File: config.mk
export PLATFORM = sky130hd
export DESIGN_NAME = multicycle_seq
export DESIGN_NICKNAME = d
export VERILOG_FILES = /design/src/rtl/multicycle_seq.sv
export SDC_FILE = /design/constraint.sdc
export NUM_CORES = 1
export LEC_CHECK = 0
export BUFFER_PORTS_ARGS = -buffer_cell sky130_fd_sc_hd__buf_2
export CORE_MARGIN = 1
export CORE_UTILIZATION = 45
export DETAILED_ROUTE_END_ITERATION = 10
export HOLD_SLACK_MARGIN = 0.12
export PLACE_DENSITY = 0.77
export SYNTH_ARGS = -nofsm -noshare
export SYNTH_HDL_FRONTEND = slang
export SYNTH_SLANG_ARGS = --single-unit
File: constraint.sdc
create_clock -name clk -period 2.95 [get_ports clk]
set_clock_uncertainty 0.05 [all_clocks]
set_input_delay 0.1475 -clock clk [delete_from_list [all_inputs] [get_ports clk]]
set_output_delay 0.1475 -clock clk [all_outputs]
set_load 0.01 [all_outputs]
File: src/rtl/multicycle_seq.sv
// Multi-cycle control sequencer for the RV32I core: walks each instruction through
// fetch/decode/execute/memory/writeback and arbitrates the shared memory port.
module multicycle_seq #(
    parameter int unsigned MEM_TIMEOUT = 16,
    parameter int unsigned CNT_W       = 5
) (
    input  logic       clk,
    input  logic       rst,
    input  logic [6:0] opcode,
    input  logic [2:0] funct3,
    input  logic       eq,
    input  logic       lt,
    input  logic       mem_ready,
    output logic       mem_req,
    output logic       mem_we,
    output logic       iord,
    output logic       ir_write,
    output logic       pc_write,
    output logic       pc_sel,
    output logic       brUn,
    output logic       reg_write,
    output logic [2:0] state,
    output logic       retire,
    output logic       trap
);

    typedef enum logic [2:0] {
        StIdle   = 3'd0,
        StFetch  = 3'd1,
        StDecode = 3'd2,
        StExec   = 3'd3,
        StMem    = 3'd4,
        StWb     = 3'd5,
        StTrap   = 3'd7
    } state_e;

    localparam logic [6:0] OpReg    = 7'b0110011;
    localparam logic [6:0] OpImm    = 7'b0010011;
    localparam logic [6:0] OpLui    = 7'b0110111;
    localparam logic [6:0] OpAuipc  = 7'b0010111;
    localparam logic [6:0] OpBranch = 7'b1100011;
    localparam logic [6:0] OpLoad   = 7'b0000011;
    localparam logic [6:0] OpStore  = 7'b0100011;
    localparam logic [6:0] OpJal    = 7'b1101111;
    localparam logic [6:0] OpJalr   = 7'b1100111;

    localparam logic [CNT_W-1:0] WaitLast = CNT_W'(MEM_TIMEOUT - 1);

    state_e           state_q, state_d;
    logic [CNT_W-1:0] wait_q, wait_d;

    logic is_branch, is_load, is_store, is_jump, illegal, taken, timed_out;

    assign is_branch = (opcode == OpBranch);
    assign is_load   = (opcode == OpLoad);
    assign is_store  = (opcode == OpStore);
    assign is_jump   = (opcode == OpJal) || (opcode == OpJalr);
    assign timed_out = !mem_ready && (wait_q == WaitLast);

    always_comb begin
        illegal = 1'b0;
        case (opcode)
            OpReg, OpImm, OpLui, OpAuipc, OpJal, OpJalr: illegal = 1'b0;
            OpBranch: illegal = (funct3 == 3'b010) || (funct3 == 3'b011);
            OpLoad:   illegal = (funct3 == 3'b011) || (funct3 == 3'b110) || (funct3 == 3'b111);
            OpStore:  illegal = (funct3 > 3'b010);
            default:  illegal = 1'b1;
        endcase
    end

    always_comb begin
        taken = 1'b0;
        case (funct3)
            3'b000:         taken = eq;
            3'b001:         taken = !eq;
            3'b100, 3'b110: taken = lt;
            3'b101, 3'b111: taken = !lt;
            default:        taken = 1'b0;
        endcase
    end

    always_comb begin
        state_d   = state_q;
        mem_req   = 1'b0;
        mem_we    = 1'b0;
        iord      = 1'b0;
        ir_write  = 1'b0;
        pc_write  = 1'b0;
        pc_sel    = 1'b0;
        brUn      = 1'b0;
        reg_write = 1'b0;
        retire    = 1'b0;
        trap      = 1'b0;
        unique case (state_q)
            StIdle: state_d = StFetch;
            StFetch: begin
                mem_req = 1'b1;
                if (mem_ready) begin
                    ir_write = 1'b1;
                    state_d  = StDecode;
                end else if (timed_out) begin
                    state_d = StTrap;
                end
            end
            StDecode: state_d = illegal ? StTrap : StExec;
            StExec: begin
                if (is_branch) begin
                    // funct3[1] separates the unsigned compares (BLTU/BGEU)
                    brUn     = !funct3[1];
                    pc_write = 1'b1;
                    pc_sel   = taken;
                    retire   = 1'b1;
                    state_d  = StFetch;
                end else if (is_load || is_store) begin
                    state_d = StMem;
                end else begin
                    state_d = StWb;
                end
            end
            StMem: begin
                mem_req = 1'b1;
                iord    = 1'b1;
                mem_we  = is_store;
                if (mem_ready) begin
                    if (is_store) begin
                        pc_write = 1'b1;
                        retire   = 1'b1;
                        state_d  = StFetch;
                    end else begin
                        state_d = StWb;
                    end
                end else if (timed_out) begin
                    state_d = StTrap;
                end
            end
            StWb: begin
                reg_write = 1'b1;
                pc_write  = 1'b1;
                pc_sel    = is_jump;
                retire    = 1'b1;
                state_d   = StFetch;
            end
            StTrap: trap = 1'b1;
            default: state_d = StIdle;
        endcase
    end

    // Any cycle without a stalled request (including state entry and handshakes) clears it.
    assign wait_d = (mem_req && !mem_ready) ? wait_q + 1'b1 : '0;

    always_ff @(posedge clk) begin
        if (rst) begin
            state_q <= StIdle;
            wait_q  <= '0;
        end else begin
            state_q <= state_d;
            wait_q  <= wait_d;
        end
    end

    assign state = state_q;

endmodule

==> results of run 1 <==
worst max-delay path by stage:
stage	cells after the start	slack, ns	start	to
final	5	1.26	state[1]	pc_write
after global routing	5	1.12	state[1]	retire
after CTS	5	1.25	state[1]	pc_write
after detailed placement	7	1.34	wait_q[0]	state[2]
after global placement	7	1.39	wait_q[0]	state[2]
after floorplan	7	1.43	wait_q[0]	state[2]
placed cells by master (no fill, tap or decap), types with 2 or more instances in the layout:
cell,Yosys,final
ha_1,2,2
and3_1,4,4
nand4_1,2,2
dfxtp_1,8,8
o21ai_0,4,4
nor2_1,14,14
buf_2,1,27
nand2b_1,2,2
nor3_1,3,3
o22ai_1,2,2
inv_1,5,5
a21oi_1,6,6
clkbuf_4,0,3
nand2_1,6,6
critical path, cell delays in order (launching register included):
cell	delay (ns)
dfxtp_1	0.53
nand2b_1	0.12
nor3_1	0.20
nand2b_1	0.11
o21ai_0	0.10
buf_2	0.17
routing by layer:
metal | GRT usage | share of wire
met1 | 0.272 | 0.46
met2 | 0.333 | 0.47
met3 | 0.0867 | 0.063
met4 | 0.0517 | 0
met5 | 0 | 0
metrics by stage:
step	worst slack (ns)	cell area, um^2	power, mW
2_1_floorplan	1.43	619	0.177
3_3_place_gp	1.39	753	0.206
3_5_place_dp	1.34	753	0.208
4_1_cts	1.25	786	0.293
5_1_grt	1.12	786	0.310
6_report	1.26	786	0.290
logic make-up after synthesis:
logic type / Yosys count
buf+inv: 8
simple gates: 40
compound gates: 23
fa+ha+maj: 2
xor+xnor: 2
flops: 8
cells in the mapped netlist (2+ instances only):
library cell  instances  area share
nand2b_1              2       0.020
inv_1                 5       0.030
nor2_1               14       0.085
nand4_1               2       0.020
buf_4                 2       0.024
o22ai_1               2       0.020
nand2_1               6       0.036
nor3_1                3       0.024
and3_1                4       0.040
o21ai_0               4       0.032
a21oi_1               6       0.048
dfxtp_1               8        0.26
ha_1                  2       0.040
layout make-up:
class / count / share of cell area
Multi-Input combinational cell: 67 / 0.535
Sequential cell: 8 / 0.204
Timing Repair Buffer: 28 / 0.185
Inverter: 5 / 0.0239
Clock buffer: 3 / 0.0287
Tap cell: 15 / 0.0239
registers in the layout, summed over array words and instances (netlist names):
name	cells
state	3
wait_q	5
timing repair:
item | in CTS | in global routing
resized for setup | 0 | 0
hold buffers | 1 | 0
hold endpoints to repair | 3 | 0
power by group through the flow:
stage	combinational [mW]	clock [mW]	sequential, mW
6_report	0.0811	0.0835	0.125
5_1_grt	0.0914	0.0923	0.127
4_1_cts	0.0812	0.0868	0.125
3_5_place_dp	0.0800	0	0.128
3_3_place_gp	0.0789	0	0.127
2_1_floorplan	0.0549	0	0.122
==> flow_metrics.tcl, run 1 <==
set metrics [dict create \
    status "complete, but fails checks" \
    violations "design-rule violations" \
    numCtsBuffers 3 \
    rsz0062_at_grt "no" \
    reg2reg_slack_ns 1.36 \
    multiInputGateArea_um2 420 \
    r2r_end "state[2]" \
    power_density_nw_per_um2 369 \
    cts_tree "done" \
    final_nets 130 \
    worst_setup_path_end_kind "output port" \
    crit_type "flip-flop to output port" \
    yosys.area_share.simple 0.349 \
    crit_arrival_ns 1.49 \
    synth.avg_cell_area_um2 7.46 \
    routed_wl_um 1400 \
    hold_path.startpoint "opcode[1]" \
    utilization 0.611 \
    finalSetupViolCount 0 \
    intPower_uw 198 \
    die_x_um 39.1 \
    min_to "state[2]" \
    p_clk_frac 0.288 \
    synth-xor-area-share 0.0283 \
    hpwl_um 1110 \
    ys_warn_count 0 \
    cts.sinks 8 \
    drc 2 \
    grt_pass1_wl_um 2200 \
    power_frac_comb 0.280 \
    power_switching_uw 91.6 \
    final_layout_size_suffix_gt1_frac 0.315 \
    area_delta_synth_final_pct 26.9 \
    wl_per_cell_um 11.1 \
    vias 718 \
    ys_types 36 \
    clkTransAtPathRegs_ns 0.06 \
    fin_cells 126 \
    firstDrtPassIters 7 \
    cp.required_ns 2.75 \
    core_um2 1280 \
    layout_min_cycle_time_ns 1.69 \
    cts_root_buf "clkbuf_4" \
    worstHoldPathType "input pin to flip-flop" \
    grt_overflow_total 0 \
    min_period_over_period 0.572 \
    tightest_slew_ns 0.384 \
    synthesis.nets 100 \
    grt_use_total 0.215 \
    ir_drop_mv 0.264 \
    maxSlewHeadroom 0.744 \
    hold_viol_final 0 \
    port_buffers 27 \
    worstHoldPathCells 4 \
    max_freq_mhz 593 \
    post-cts-setup-buffers 0 \
    syn_area_um2 619 \
    p_sw_frac 0.316 \
    critPathLaunchType "flip-flop" \
    tns_ns 0 \
    hold_slack_ns 0.221 \
    via_per_inst 5.70 \
    dieHeight_um 39.1 \
    htree_levels 1 \
    synth_top_family_by_area "simple AND/OR/NAND/NOR gates" \
    clock_path_buffers 2 \
    n_fill_cell 131 \
    regArea_um2 160 \
    synth_ff_type "dfxtp_1" \
    syn-instance-count 83 \
    p_seq_frac 0.432 \
    ys_seq_elements 8 \
    power.leakage_nw 0.375 \
    io-pin-count 28 \
    ant_nets 0 \
    dpl.cell_count 122 \
    fp.dieArea_um2 1530 \
    path_max_fanout 11 \
    r2r_cells 7 \
    diodes 0 \
    drt-initial-drc-count 22 \
    grt_max_degree 12 \
    worstSkewPairLatency_ns 0.26 \
    grt_pass1_vias 532 \
    maxSlewViolCount 0 \
    synth_fa_ha_area_frac 0.0404 \
    antenna_found_initial 0 \
    synthMuxAreaShare 0 \
    r2r-start "wait_q[0]" \
    cap_violations 0 \
    gp_congestion 0.828 \
    placementRows 13 \
    async_reset_ff_frac 0 \
    start_util 0.482 \
    synth-edff-count 0 \
    seq_area_frac_synth 0.259 \
    synth_compound_area_frac 0.261 \
]
No activity file was read; power rests on OpenSTA's default activity.
==> inputs of run 2 (changes only) <==
- clock period: 2.95 -> 1.7 ns (I/O delays scaled with it)
==> flow_metrics.tcl, run 2 (same netlist as run 1, synthesis figures left out) <==
set metrics [dict create \
    grt_use_total 0.201 \
    clock_path_buffers 2 \
    setup_ws_ns 0.161 \
    hold_slack_ns 0.173 \
    core_um2 1280 \
    cts_root_buf "clkbuf_4" \
    fp.dieArea_um2 1530 \
    worstSkewPairLatency_ns 0.25 \
    vias 724 \
    max_stage_delay_ns 0.38 \
    io-pin-count 28 \
    crit_type "flip-flop to output port" \
    final_layout_size_suffix_gt1_frac 0.339 \
    antenna_found_initial 0 \
    worstHoldPathType "input pin to flip-flop" \
    grt_max_degree 12 \
    routed_wl_um 1410 \
    layout_min_cycle_time_ns 1.54 \
    n_fill_cell 129 \
    finalSetupViolCount 0 \
    ant_nets 0 \
    preCtsSetupSlack_ns 0.106 \
    violations "design-rule violations" \
    groute.layer.met2.usage 0.354 \
    wl_per_cell_um 11.1 \
    crit_arrival_ns 1.40 \
    numCtsBuffers 3 \
    path_cells "nand2b_1 > nor3_1 > nand2b_1 > o21ai_0 > buf_2" \
    grt_pass1_vias 536 \
    top_register "wait_q" \
    area_delta_synth_final_pct 28.5 \
    clkTransAtPathRegs_ns 0.05 \
    tns_ns 0 \
    hpwl_um 1160 \
    final_nets 131 \
    dpl.cell_count 123 \
    post-cts-setup-buffers 0 \
    gp_congestion 0.829 \
    maxSlewViolCount 0 \
    cp.required_ns 1.56 \
    drt-initial-drc-count 21 \
    via_per_inst 5.70 \
    cts_tree "done" \
    maxSlewHeadroom 0.794 \
    layout_common_cells "buf_2, nor2_1, nand2_1, a21oi_1, dfxtp_1" \
    cap_violations 0 \
    rsz0062_at_grt "no" \
    port_buffers 27 \
    hold_viol_final 0 \
    worst_setup_path_end_kind "output port" \
    power.leakage_nw 0.380 \
    die_x_um 39.1 \
    fin_cells 127 \
    top_usage_layer "met2" \
    ir_drop_mv 0.680 \
    critPathLaunchType "flip-flop" \
    max_freq_mhz 650 \
    globalRouteMet3Util 0.104 \
    min_period_over_period 0.905 \
    worst_path_most_repeated_cell "nand2b_1" \
    start_util 0.482 \
    cp_slowest_cell "dfxtp_1" \
    tightest_slew_ns 0.308 \
    layout_commonest_cell "buf_2" \
    diodes 0 \
    status "complete, but fails checks" \
    placementRows 13 \
    grt_pass1_wl_um 2070 \
    firstDrtPassIters 7 \
    dieHeight_um 39.1 \
    drc 2 \
    cts.sinks 8 \
    power_density_nw_per_um2 633 \
    htree_levels 1 \
    grt_overflow_total 0 \
    path_max_fanout 9 \
    largest_reg_flops 5 \
    grt_use_met1 0.227 \
]
==> run 2: metal layers <==
metal	vias to the layer above	share of wire
li1	365	-
met1	332	0.46
met2	27	0.48
met3	0	0.054
met4	0	0
met5	-	0
==> run 2: timing repair <==
item	4_1_cts	5_1_grt
resized for setup	0	2
setup endpoints to repair	0	3
endpoints found under the hold margin	3	0
hold buffers	1	0
==> run 2: path summary, 6_finish.rpt <==
kind / start / endpoint / slack, ns / depth (start not counted)
setup reg to reg: wait_q[0] / state[2] / 0.17 / 7
hold reg to reg: wait_q[0] / wait_q[0] / 0.39 / 1
hold / removal: opcode[1] / state[2] / 0.17 / 4
setup / recovery: state[2] / pc_write / 0.16 / 5
==> run 2: area by class of cell <==
cell class                      count  area [um^2]  share of cell area
Inverter                            5         18.8              0.0236
Multi-Input combinational cell     67          420               0.528
Sequential cell                     8          163               0.204
Timing Repair Buffer               29          153               0.192
Tap cell                           15         18.8              0.0236
Clock buffer                        3         22.5              0.0283
==> run 2: power by group <==
| part | switching, mW | leakage (nW) | total (mW) | internal, mW |
|---|---|---|---|---|
| clock | 0.0598 | 0.0138 | 0.140 | 0.0805 |
| combinational | 0.0781 | 0.301 | 0.147 | 0.0694 |
| sequential | 0.0175 | 0.0657 | 0.216 | 0.198 |
==> run 2: worst max-delay path, delay by kind of cell, from the launching register on <==
kind | cells | cell delay (ns)
DFF | 1 | 0.38
and+or+nand+nor | 3 | 0.48
buffers and inverters | 1 | 0.17
AOI/OAI and AO/OA | 1 | 0.11
==> run 2: metrics by stage <==
stage / utilization / power [mW] / instance area, um^2
finish: 0.619 / 0.504 / 796
global route: 0.619 / 0.540 / 796
CTS: 0.617 / 0.508 / 793
detailed placement: 0.592 / 0.364 / 761
global placement: 0.592 / 0.361 / 761
floorplan: - / 0.306 / 619
